<file path="config.mk">
export PLATFORM = sky130hd
export DESIGN_NAME = instr_fetch_stage_flat
export DESIGN_NICKNAME = d
export VERILOG_FILES = /design/src/rtl/iitb_fetch_pkg.sv /design/src/rtl/instr_fetch_stage_if.sv /design/src/rtl/fetch_if_id_reg.sv /design/src/rtl/instr_fetch_stage.sv /design/src/flat_wrapper.sv
export SDC_FILE = /design/constraint.sdc
export NUM_CORES = 1
export LEC_CHECK = 0
export BUFFER_PORTS_ARGS = -buffer_cell sky130_fd_sc_hd__buf_2
export CAP_MARGIN = 20
export CORE_ASPECT_RATIO = 0.8
export CORE_MARGIN = 2
export CORE_UTILIZATION = 53
export CTS_CLUSTER_DIAMETER = 80
export DETAILED_ROUTE_END_ITERATION = 10
export PLACE_DENSITY = 0.92
export SYNTH_ARGS = -nofsm -noshare
export SYNTH_HDL_FRONTEND = slang
export SYNTH_SLANG_ARGS = --single-unit
</file>
<file path="constraint.sdc">
create_clock -name clk -period 3.6 [get_ports clk]
set_input_delay 0.18 -clock clk [delete_from_list [all_inputs] [get_ports clk]]
set_output_delay 0.18 -clock clk [all_outputs]
set_load 0.05 [all_outputs]
</file>
<file path="src/rtl/iitb_fetch_pkg.sv">
// rtl/iitb_fetch_pkg.sv - shared fetch-stage types and constants for IITB-RISC-23
package iitb_fetch_pkg;

    localparam int WORD_W = 16;
    localparam logic [WORD_W-1:0] RESET_PC_DEFAULT = 16'h0000;
    localparam logic [WORD_W-1:0] NOP_INSTR = 16'h0000;

    typedef enum logic [1:0] {
        IDLE = 2'd0,
        RUN  = 2'd1,
        HALT = 2'd2
    } fetch_state_t;

    typedef struct packed {
        logic              valid;
        logic [WORD_W-1:0] instr;
        logic [WORD_W-1:0] pc;
        logic [WORD_W-1:0] pc_plus1;
    } if_id_t;

endpackage

</file>
<file path="src/rtl/instr_fetch_stage_if.sv">
// rtl/instr_fetch_stage_if.sv - instruction memory read port between fetch and memory
interface instr_fetch_stage_if;
    import iitb_fetch_pkg::*;

    logic [WORD_W-1:0] ins_mem_access_addr;
    logic              ins_mem_read;
    logic [WORD_W-1:0] ins_mem_read_data;

    modport master (
        output ins_mem_access_addr,
        output ins_mem_read,
        input  ins_mem_read_data
    );

    modport slave (
        input  ins_mem_access_addr,
        input  ins_mem_read,
        output ins_mem_read_data
    );

endinterface

</file>
<file path="src/rtl/fetch_if_id_reg.sv">
// rtl/fetch_if_id_reg.sv - IF/ID pipeline register with load, hold and flush
module fetch_if_id_reg
    import iitb_fetch_pkg::*;
(
    input  logic   clk,
    input  logic   rst_n,
    input  logic   load,
    input  logic   hold,
    input  logic   flush,
    input  if_id_t d,
    output if_id_t q
);

    // Flush inserts a bubble but keeps the pc fields of the last capture.
    always_ff @(posedge clk or negedge rst_n) begin
        if (!rst_n) begin
            q <= '0;
        end else if (flush) begin
            q.valid <= 1'b0;
            q.instr <= NOP_INSTR;
        end else if (!hold && load) begin
            q <= d;
        end
    end

endmodule

</file>
<file path="src/rtl/instr_fetch_stage.sv">
// rtl/instr_fetch_stage.sv - IITB-RISC-23 fetch stage: PC, fetch FSM, range halt, IF/ID
// Optional counters enabled by defining FETCH_PERF_CNT_EN.
module instr_fetch_stage
    import iitb_fetch_pkg::*;
#(
    parameter int                MEM_DEPTH = 256,
    parameter logic [WORD_W-1:0] RESET_PC  = RESET_PC_DEFAULT
) (
    input  logic                clk,
    input  logic                rst_n,
    instr_fetch_stage_if.master imem,
    input  logic                stall,
    input  logic                redirect_valid,
    input  logic [WORD_W-1:0]   redirect_pc,
    output logic                if_id_valid,
    output logic [WORD_W-1:0]   if_id_instr,
    output logic [WORD_W-1:0]   if_id_pc,
    output logic [WORD_W-1:0]   if_id_pc_plus1,
`ifdef FETCH_PERF_CNT_EN
    output logic [31:0]         perf_fetch_cnt,
    output logic [31:0]         perf_stall_cnt,
`endif
    output logic                fetch_halted
);

    localparam logic [31:0] DEPTH_U = 32'(MEM_DEPTH);

    fetch_state_t      state;
    fetch_state_t      next_state;
    logic [WORD_W-1:0] pc;
    logic [WORD_W-1:0] next_pc;
    logic [WORD_W-1:0] pc_inc;
    logic              read_q;
    logic              out_of_range;
    logic              reg_load;
    logic              reg_hold;
    logic              reg_flush;
    if_id_t            capture;
    if_id_t            if_id_q;

    assign pc_inc = pc + 16'd1;
    // A depth of 2^WORD_W can never be exceeded, which disables the check.
    assign out_of_range = ({{(32-WORD_W){1'b0}}, pc} >= DEPTH_U);

    assign capture = '{valid: 1'b1, instr: imem.ins_mem_read_data, pc: pc, pc_plus1: pc_inc};

    always_comb begin
        next_state = state;
        next_pc    = pc;
        reg_load   = 1'b0;
        reg_hold   = 1'b0;
        reg_flush  = 1'b0;
        if (redirect_valid) begin
            next_pc    = redirect_pc;
            next_state = RUN;
            reg_flush  = 1'b1;
        end else if (stall) begin
            reg_hold = 1'b1;
        end else begin
            case (state)
                IDLE: next_state = RUN;
                RUN: begin
                    if (out_of_range) begin
                        next_state = HALT;
                        reg_flush  = 1'b1;
                    end else begin
                        reg_load = 1'b1;
                        next_pc  = pc_inc;
                    end
                end
                HALT:    reg_flush = 1'b1;
                default: next_state = IDLE;
            endcase
        end
    end

    // Read enable and halt flag are registered from the next state.
    always_ff @(posedge clk or negedge rst_n) begin
        if (!rst_n) begin
            state        <= IDLE;
            pc           <= RESET_PC;
            read_q       <= 1'b0;
            fetch_halted <= 1'b0;
        end else begin
            state        <= next_state;
            pc           <= next_pc;
            read_q       <= (next_state == RUN);
            fetch_halted <= (next_state == HALT);
        end
    end

    fetch_if_id_reg u_if_id_reg (
        .clk   (clk),
        .rst_n (rst_n),
        .load  (reg_load),
        .hold  (reg_hold),
        .flush (reg_flush),
        .d     (capture),
        .q     (if_id_q)
    );

    assign imem.ins_mem_access_addr = pc;
    assign imem.ins_mem_read        = read_q;
    assign if_id_valid    = if_id_q.valid;
    assign if_id_instr    = if_id_q.instr;
    assign if_id_pc       = if_id_q.pc;
    assign if_id_pc_plus1 = if_id_q.pc_plus1;

`ifdef FETCH_PERF_CNT_EN
    always_ff @(posedge clk or negedge rst_n) begin
        if (!rst_n) begin
            perf_fetch_cnt <= 32'd0;
            perf_stall_cnt <= 32'd0;
        end else begin
            if (reg_load) perf_fetch_cnt <= perf_fetch_cnt + 32'd1;
            if (stall && state == RUN) perf_stall_cnt <= perf_stall_cnt + 32'd1;
        end
    end
`endif

endmodule

</file>
<file path="src/flat_wrapper.sv">
// flat-port wrapper written by rule: the top's interface ports become plain ports
module instr_fetch_stage_flat import iitb_fetch_pkg::*;
#(
    parameter int                MEM_DEPTH = 256,
    parameter logic [WORD_W-1:0] RESET_PC  = RESET_PC_DEFAULT
)
  (clk, rst_n, stall, redirect_valid, redirect_pc, if_id_valid, if_id_instr, if_id_pc, if_id_pc_plus1, fetch_halted, imem_ins_mem_access_addr, imem_ins_mem_read, imem_ins_mem_read_data);
  instr_fetch_stage_if imem_i ();
  input  logic clk;
  input  logic rst_n;
  input  logic stall;
  input  logic redirect_valid;
  input  logic [WORD_W-1:0] redirect_pc;
  output logic if_id_valid;
  output logic [WORD_W-1:0] if_id_instr;
  output logic [WORD_W-1:0] if_id_pc;
  output logic [WORD_W-1:0] if_id_pc_plus1;
  output logic fetch_halted;
  output wire logic [$bits(imem_i.ins_mem_access_addr)-1:0] imem_ins_mem_access_addr;
  output wire logic [$bits(imem_i.ins_mem_read)-1:0] imem_ins_mem_read;
  input wire logic [$bits(imem_i.ins_mem_read_data)-1:0] imem_ins_mem_read_data;
  assign imem_ins_mem_access_addr = imem_i.ins_mem_access_addr;
  assign imem_ins_mem_read = imem_i.ins_mem_read;
  assign imem_i.ins_mem_read_data = imem_ins_mem_read_data;
  instr_fetch_stage #(.MEM_DEPTH(MEM_DEPTH), .RESET_PC(RESET_PC)) u_core (.clk(clk), .rst_n(rst_n), .imem(imem_i), .stall(stall), .redirect_valid(redirect_valid), .redirect_pc(redirect_pc), .if_id_valid(if_id_valid), .if_id_instr(if_id_instr), .if_id_pc(if_id_pc), .if_id_pc_plus1(if_id_pc_plus1), .fetch_halted(fetch_halted));
endmodule
</file>
==> results of run 1 <==
-- flip-flops by register name, indices dropped and copies added (netlist names) --
| signal | flops |
|---|---|
| u_core.u_if_id_reg.q | 49 |
| u_core.imem.ins_mem_access_addr | 16 |
| u_core.state | 2 |
| u_core.fetch_halted | 1 |
| u_core.imem.ins_mem_read | 1 |
-- worst max-delay path, cell delays in order, from the launching register on --
cell and delay, ns:
dfrtp_1 0.46, nor4_4 0.61, nand4_1 0.51, buf_4 0.38, and2_1 0.19
-- timing repair --
item                                   CTS  global route
setup buffers                            0             0
resized for setup                        0             0
hold buffers                             1             0
endpoints found under the hold margin   35             0
-- kinds of logic (layout without fill, tap and decap cells) --
logic type / count (synthesis) / count (layout) / share of synthesized area (%)
AND/OR/NAND/NOR: 99 / 99 / 17.3
flip-flops: 69 / 69 / 58.7
AO/OA/AOI/OAI: 49 / 49 / 10.8
buffers and inverters: 23 / 128 / 4.29
XOR/XNOR: 11 / 11 / 3.27
multiplexers: 8 / 8 / 3.02
adder cells (fa/ha/maj): 6 / 6 / 2.55
-- worst paths after layout --
path                            slack [ns]  depth (start not counted)                            endpoint                          startpoint
worst min register to register        0.48                          2            u_core.u_if_id_reg.q[22]            u_core.u_if_id_reg.q[22]
max in group asynchronous             2.23                          3             u_core.u_if_id_reg.q[2]                               rst_n
min in group asynchronous             0.45                          2            u_core.u_if_id_reg.q[12]                               rst_n
worst max-delay path                  1.33                          4            u_core.u_if_id_reg.q[15]  u_core.imem.ins_mem_access_addr[8]
worst min-delay path                  0.05                          3  u_core.imem.ins_mem_access_addr[0]                      redirect_pc[0]
worst max register to register        1.33                          4            u_core.u_if_id_reg.q[15]  u_core.imem.ins_mem_access_addr[8]
-- stage by stage --
| step | instance area [um2] | util, % | worst slack, ns |
|---|---|---|---|
| 2_1_floorplan | 2940 | - | 1.66 |
| 3_3_place_gp | 3450 | 63.9 | 1.37 |
| 3_5_place_dp | 3450 | 63.9 | 1.32 |
| 4_1_cts | 3710 | 68.7 | 1.32 |
| 5_1_grt | 3710 | 68.7 | 1.03 |
| 6_report | 3710 | 68.7 | 1.33 |
-- per-layer routing --
metal	wire (um)	track usage, %	up-vias
li1	-	-	1113
met1	2880	29.1	1077
met2	2840	33.2	97
met3	460	7.47	7
met4	80	7.52	0
met5	0	0	-
-- power by group through the flow --
| stage | clock [uW] | sequential (uW) | combinational (uW) |
|---|---|---|---|
| after CTS | 778 | 844 | 270 |
| final | 762 | 844 | 267 |
| after global routing | 811 | 848 | 289 |
| after detailed placement | 0 | 859 | 268 |
| after global placement | 0 | 856 | 263 |
| after floorplan | 0 | 955 | 88.9 |
-- cells in the final DEF (no fill, tap or decap), types with 4 or more instances in the layout --
cell type / n
dfrtp_1: 69
buf_2: 102
mux2_2: 7
a21oi_1: 4
o21ai_0: 18
xor2_1: 5
a22oi_1: 17
ha_1: 6
clkbuf_8: 10
nor2_1: 21
nand4_1: 6
and2_1: 15
inv_1: 6
nand2_1: 38
and3_1: 4
xnor2_1: 6
-- area by class of cell --
type,instances,area share [%]
Clock buffer,10,3.71
Clock inverter,6,2.97
Inverter,6,0.607
Tap cell,65,2.19
Timing Repair Buffer,106,14.6
Sequential cell,69,46.5
Multi-Input combinational cell,173,29.4
==> metrics, run 1 <==
Ports 103; GRT Util Overall 21.7%; Placed Instances 418; CTS sink cnt 69; Combinational Power Share 14.2%; clock share of power 40.7%; Post-synth ARST share 100%; ANT nets after route 0; DP Wirelength 4430 um; area leader, netlist dfrtp_1; Die H 70.7 um; vias post-DR 2294; vias in the first global route 2206; Core ar. 5410 um2; internal power 1360 uW; Arrival @ worst endpoint 2.50 ns; Fmax 0.440 GHz; LEAKAGE 0.00198 uW; flops & latches, synth 69; initial antenna violation count 0; Fillers 438; hold crit path type input port to register; top-count cell post-synth dfrtp_1; Worst IR Drop VDD 0.340 mV; worst endpoint required time 3.83 ns; synth top area cells dfrtp_1 (59%), nand2_1 (4.8%), a22oi_1 (4.3%), and2_1 (3.2%), o21ai_0 (3.1%); Hold Slack 0.0453 ns; FF+latch area 1730 um2; fin crit period 2.27 ns; nets 407; WS Path Type register to register; Horiz. Die Dim 87.3 um; Final Slew Violations 0; EDFF count, synth 0; Area growth syn-to-layout 26.1%; # DRC 0; final setup violation count 0; clock-pin slew on the worst setup and hold paths 0.08 ns; total gr overflow 0; n_diodes 0; worst slew pin tran 0.815 ns; CTS tree done; outcome finished, final reports clean; Starting Density 54.4%; final WL 6260 um; final worst-path cycle share 63.1%; Non-Filler Instances 435; Post-Synthesis Cells 265; register area share after synthesis 58.7%; clock skew 0.00863 ns; total negative slack 0 ns; switching pwr 514 uW; CTS Buf Count 9; drt first-iter violations 118; Vias/cell 5.27; Die Footprint 6170 um2; gpl congestion 0.769; syn nets 307; FP Rows 24; Worst-Skew Late Latency 0.34 ns; RSZ-0062 raised after global routing no; synth warn 0; Slew HR 45.5%; Flop pwr share 45.1%; Initial DRT Pass Iterations 4; crit end category register; number of max-capacitance violations reported 0; Synth top area share 58.7%; area occupied by multi-input gates 1090 um2; CTS root buf clkbuf_8; WL/cell 14.4 um; synth cell count leaders dfrtp_1 (69), nand2_1 (38), nor2_1 (21), o21ai_0 (18), a22oi_1 (17); Pwr Total 1870 uW; share of cells above drive strength 1 35.9%; Power per Cell Area 505 nW/um2; Clock Path Buffers 2; Syn Area/Cell 11.1 um2; library cells used by synthesis 36; IO buf count 102; largest net degree at the start of global routing 37; critical path peak fanout 31; Synth Flop Type dfrtp_1; final hold vios 0; Synth Cell Area 2940 um2; CTS H-tree depth 3; Switching Share 27.5%; first-pass GRT wire length 10300 um; Critical Path Start Type register
No activity file was read; power rests on OpenSTA's default activity.
==> inputs of run 2 (changes only) <==
--- a/config.mk
+++ b/config.mk
@@ -9,10 +9,10 @@
 export CAP_MARGIN = 20
 export CORE_ASPECT_RATIO = 0.8
 export CORE_MARGIN = 2
-export CORE_UTILIZATION = 53
+export CORE_UTILIZATION = 45
 export CTS_CLUSTER_DIAMETER = 80
 export DETAILED_ROUTE_END_ITERATION = 10
-export PLACE_DENSITY = 0.92
+export PLACE_DENSITY = 0.84
 export SYNTH_ARGS = -nofsm -noshare
 export SYNTH_HDL_FRONTEND = slang
 export SYNTH_SLANG_ARGS = --single-unit
==> constraint.sdc (replaced) <==
create_clock -name clk -period 1.9 [get_ports clk]
set_input_delay 0.095 -clock clk [delete_from_list [all_inputs] [get_ports clk]]
set_output_delay 0.095 -clock clk [all_outputs]
set_load 0.05 [all_outputs]
==> metrics, run 2 (synthesis results as in run 1) <==
outcome finished, final reports clean; Horiz. Die Dim 94.4 um; Critical Path Start Type register; IO buf count 102; Arrival @ worst endpoint 2.09 ns; Starting Density 46.4%; hold crit path type input port to register; largest reg by FF count u_core.u_if_id_reg.q; total gr overflow 0; met3 Track Usage GR 8.51%; n_diodes 0; setup slack after layout 0.0610 ns; first-pass GRT wire length 11900 um; fin crit period 1.84 ns; CP peak stage delay 0.51 ns; Die H 76.3 um; critical path's slowest cell or4_1; final hold vios 0; critical path peak fanout 7; Worst-Skew Late Latency 0.34 ns; initial antenna violation count 0; most used routing layer met2; clock-pin slew on the worst setup and hold paths 0.08 ns; Die Footprint 7210 um2; crit end category register; Placed Instances 444; Largest register FFs 49; commonest non-fill, non-tap cell in the layout buf_2; Fmax 0.544 GHz; share of cells above drive strength 1 38.8%; Core ar. 6340 um2; worst path bufs/invs 2; RSZ-0062 raised after global routing no; nets 440; family with the most delay on the worst path simple AND/OR/NAND/NOR gates; Final Slew Violations 0; final WL 7250 um; Pwr Total 3470 uW; Ports 103; FP Rows 26; drt first-iter violations 83; most frequent cells in the layout buf_2 (102), dfrtp_1 (64), nand2_1 (38); CTS tree done; met2 usage 32.8%; Post-DP Area 3550 um2; CTS root buf clkbuf_8; WL/cell 14.9 um; Non-Filler Instances 486; Power per Cell Area 856 nW/um2; DP Worst Slack -0.0619 ns; CTS sink cnt 69; DP Wirelength 4590 um; gpl congestion 0.776; Slew HR 64.3%; ANT nets after route 0; final setup violation count 0; final instance area 4050 um2; final worst-path cycle share 96.8%; vias in the first global route 2434; CTS Buf Count 9; Clock Path Buffers 2; vias post-DR 2455; Area growth syn-to-layout 37.6%; # DRC 0; worst slew pin tran 0.536 ns; Worst IR Drop VDD 0.629 mV; cells along the critical path inv_2 > ha_2 > nor2b_2 > buf_4 > nand3_4 > or4_1 > a31oi_1; CTS H-tree depth 3; clock skew 0.00848 ns; largest net degree at the start of global routing 48; Vias/cell 5.05; GRT Util Overall 21.2%; WS Path Type register to register; Initial DRT Pass Iterations 4; LEAKAGE 0.00212 uW; worst endpoint required time 2.15 ns; M1 GR Usage 28.7%; number of max-capacitance violations reported 0
==> run 2: area by class of cell <==
| type | instances | area [um2] |
|---|---|---|
| clock buffer | 10 | 138 |
| clock inverter | 5 | 75.1 |
| fill | 546 | 2290 |
| inverter | 6 | 22.5 |
| multi-input combinational | 174 | 1120 |
| sequential | 69 | 1730 |
| tap | 84 | 105 |
| timing repair buffer | 138 | 857 |
==> run 2: timing repair <==
item | in CTS | in global routing
endpoints found under the hold margin | 42 | 0
pin swaps | 0 | 1
gates resized for setup | 1 | 10
buffers inserted | 2 | 3
setup endpoints to repair | 17 | 35
hold buffers | 21 | 0
gates cloned | 0 | 1
==> run 2: through the flow <==
stage          TNS [ns]  hold WS (ns)  util (%)
2_1_floorplan         0        -0.201         -
3_3_place_gp          0        0.0858      55.9
3_5_place_dp     -0.431         0.104      55.9
4_1_cts               0       0.00117      62.8
5_1_grt               0        0.0134      63.8
6_report              0        0.0219      63.8
==> run 2: metal layers <==
metal	up-vias	routed length, um
li1	1174	-
met4	0	41
met2	107	3490
met5	-	0
met1	1170	3110
met3	4	611
==> run 2: path summary, 6_finish.rpt <==
path,from,to,slack (ns),cells after the start
worst max-delay path,u_core.state[1],u_core.imem.ins_mem_access_addr[7],0.06,7
worst min register to register,u_core.u_if_id_reg.q[18],u_core.u_if_id_reg.q[18],0.47,2
worst min-delay path,imem_ins_mem_read_data[12],u_core.u_if_id_reg.q[44],0.02,3
worst max register to register,u_core.state[1],u_core.imem.ins_mem_access_addr[7],0.06,7
min in group asynchronous,rst_n,u_core.u_if_id_reg.q[40],0.28,2
max in group asynchronous,rst_n,u_core.imem.ins_mem_access_addr[8],0.97,3
==> run 2: worst register-to-register path, cell delays in order (launching register included) <==
cell and delay, ns:
dfrtp_1 0.41, inv_2 0.08, ha_2 0.18, nor2b_2 0.15
buf_4 0.14, nand3_4 0.09, or4_1 0.51, a31oi_1 0.19
==> run 2: report_power, final <==
group / leakage, uW / internal [uW] / switching (uW)
Sequential: 0.000915 / 1530 / 66.9
Clock: 0.000112 / 761 / 523
Combinational: 0.00110 / 196 / 391
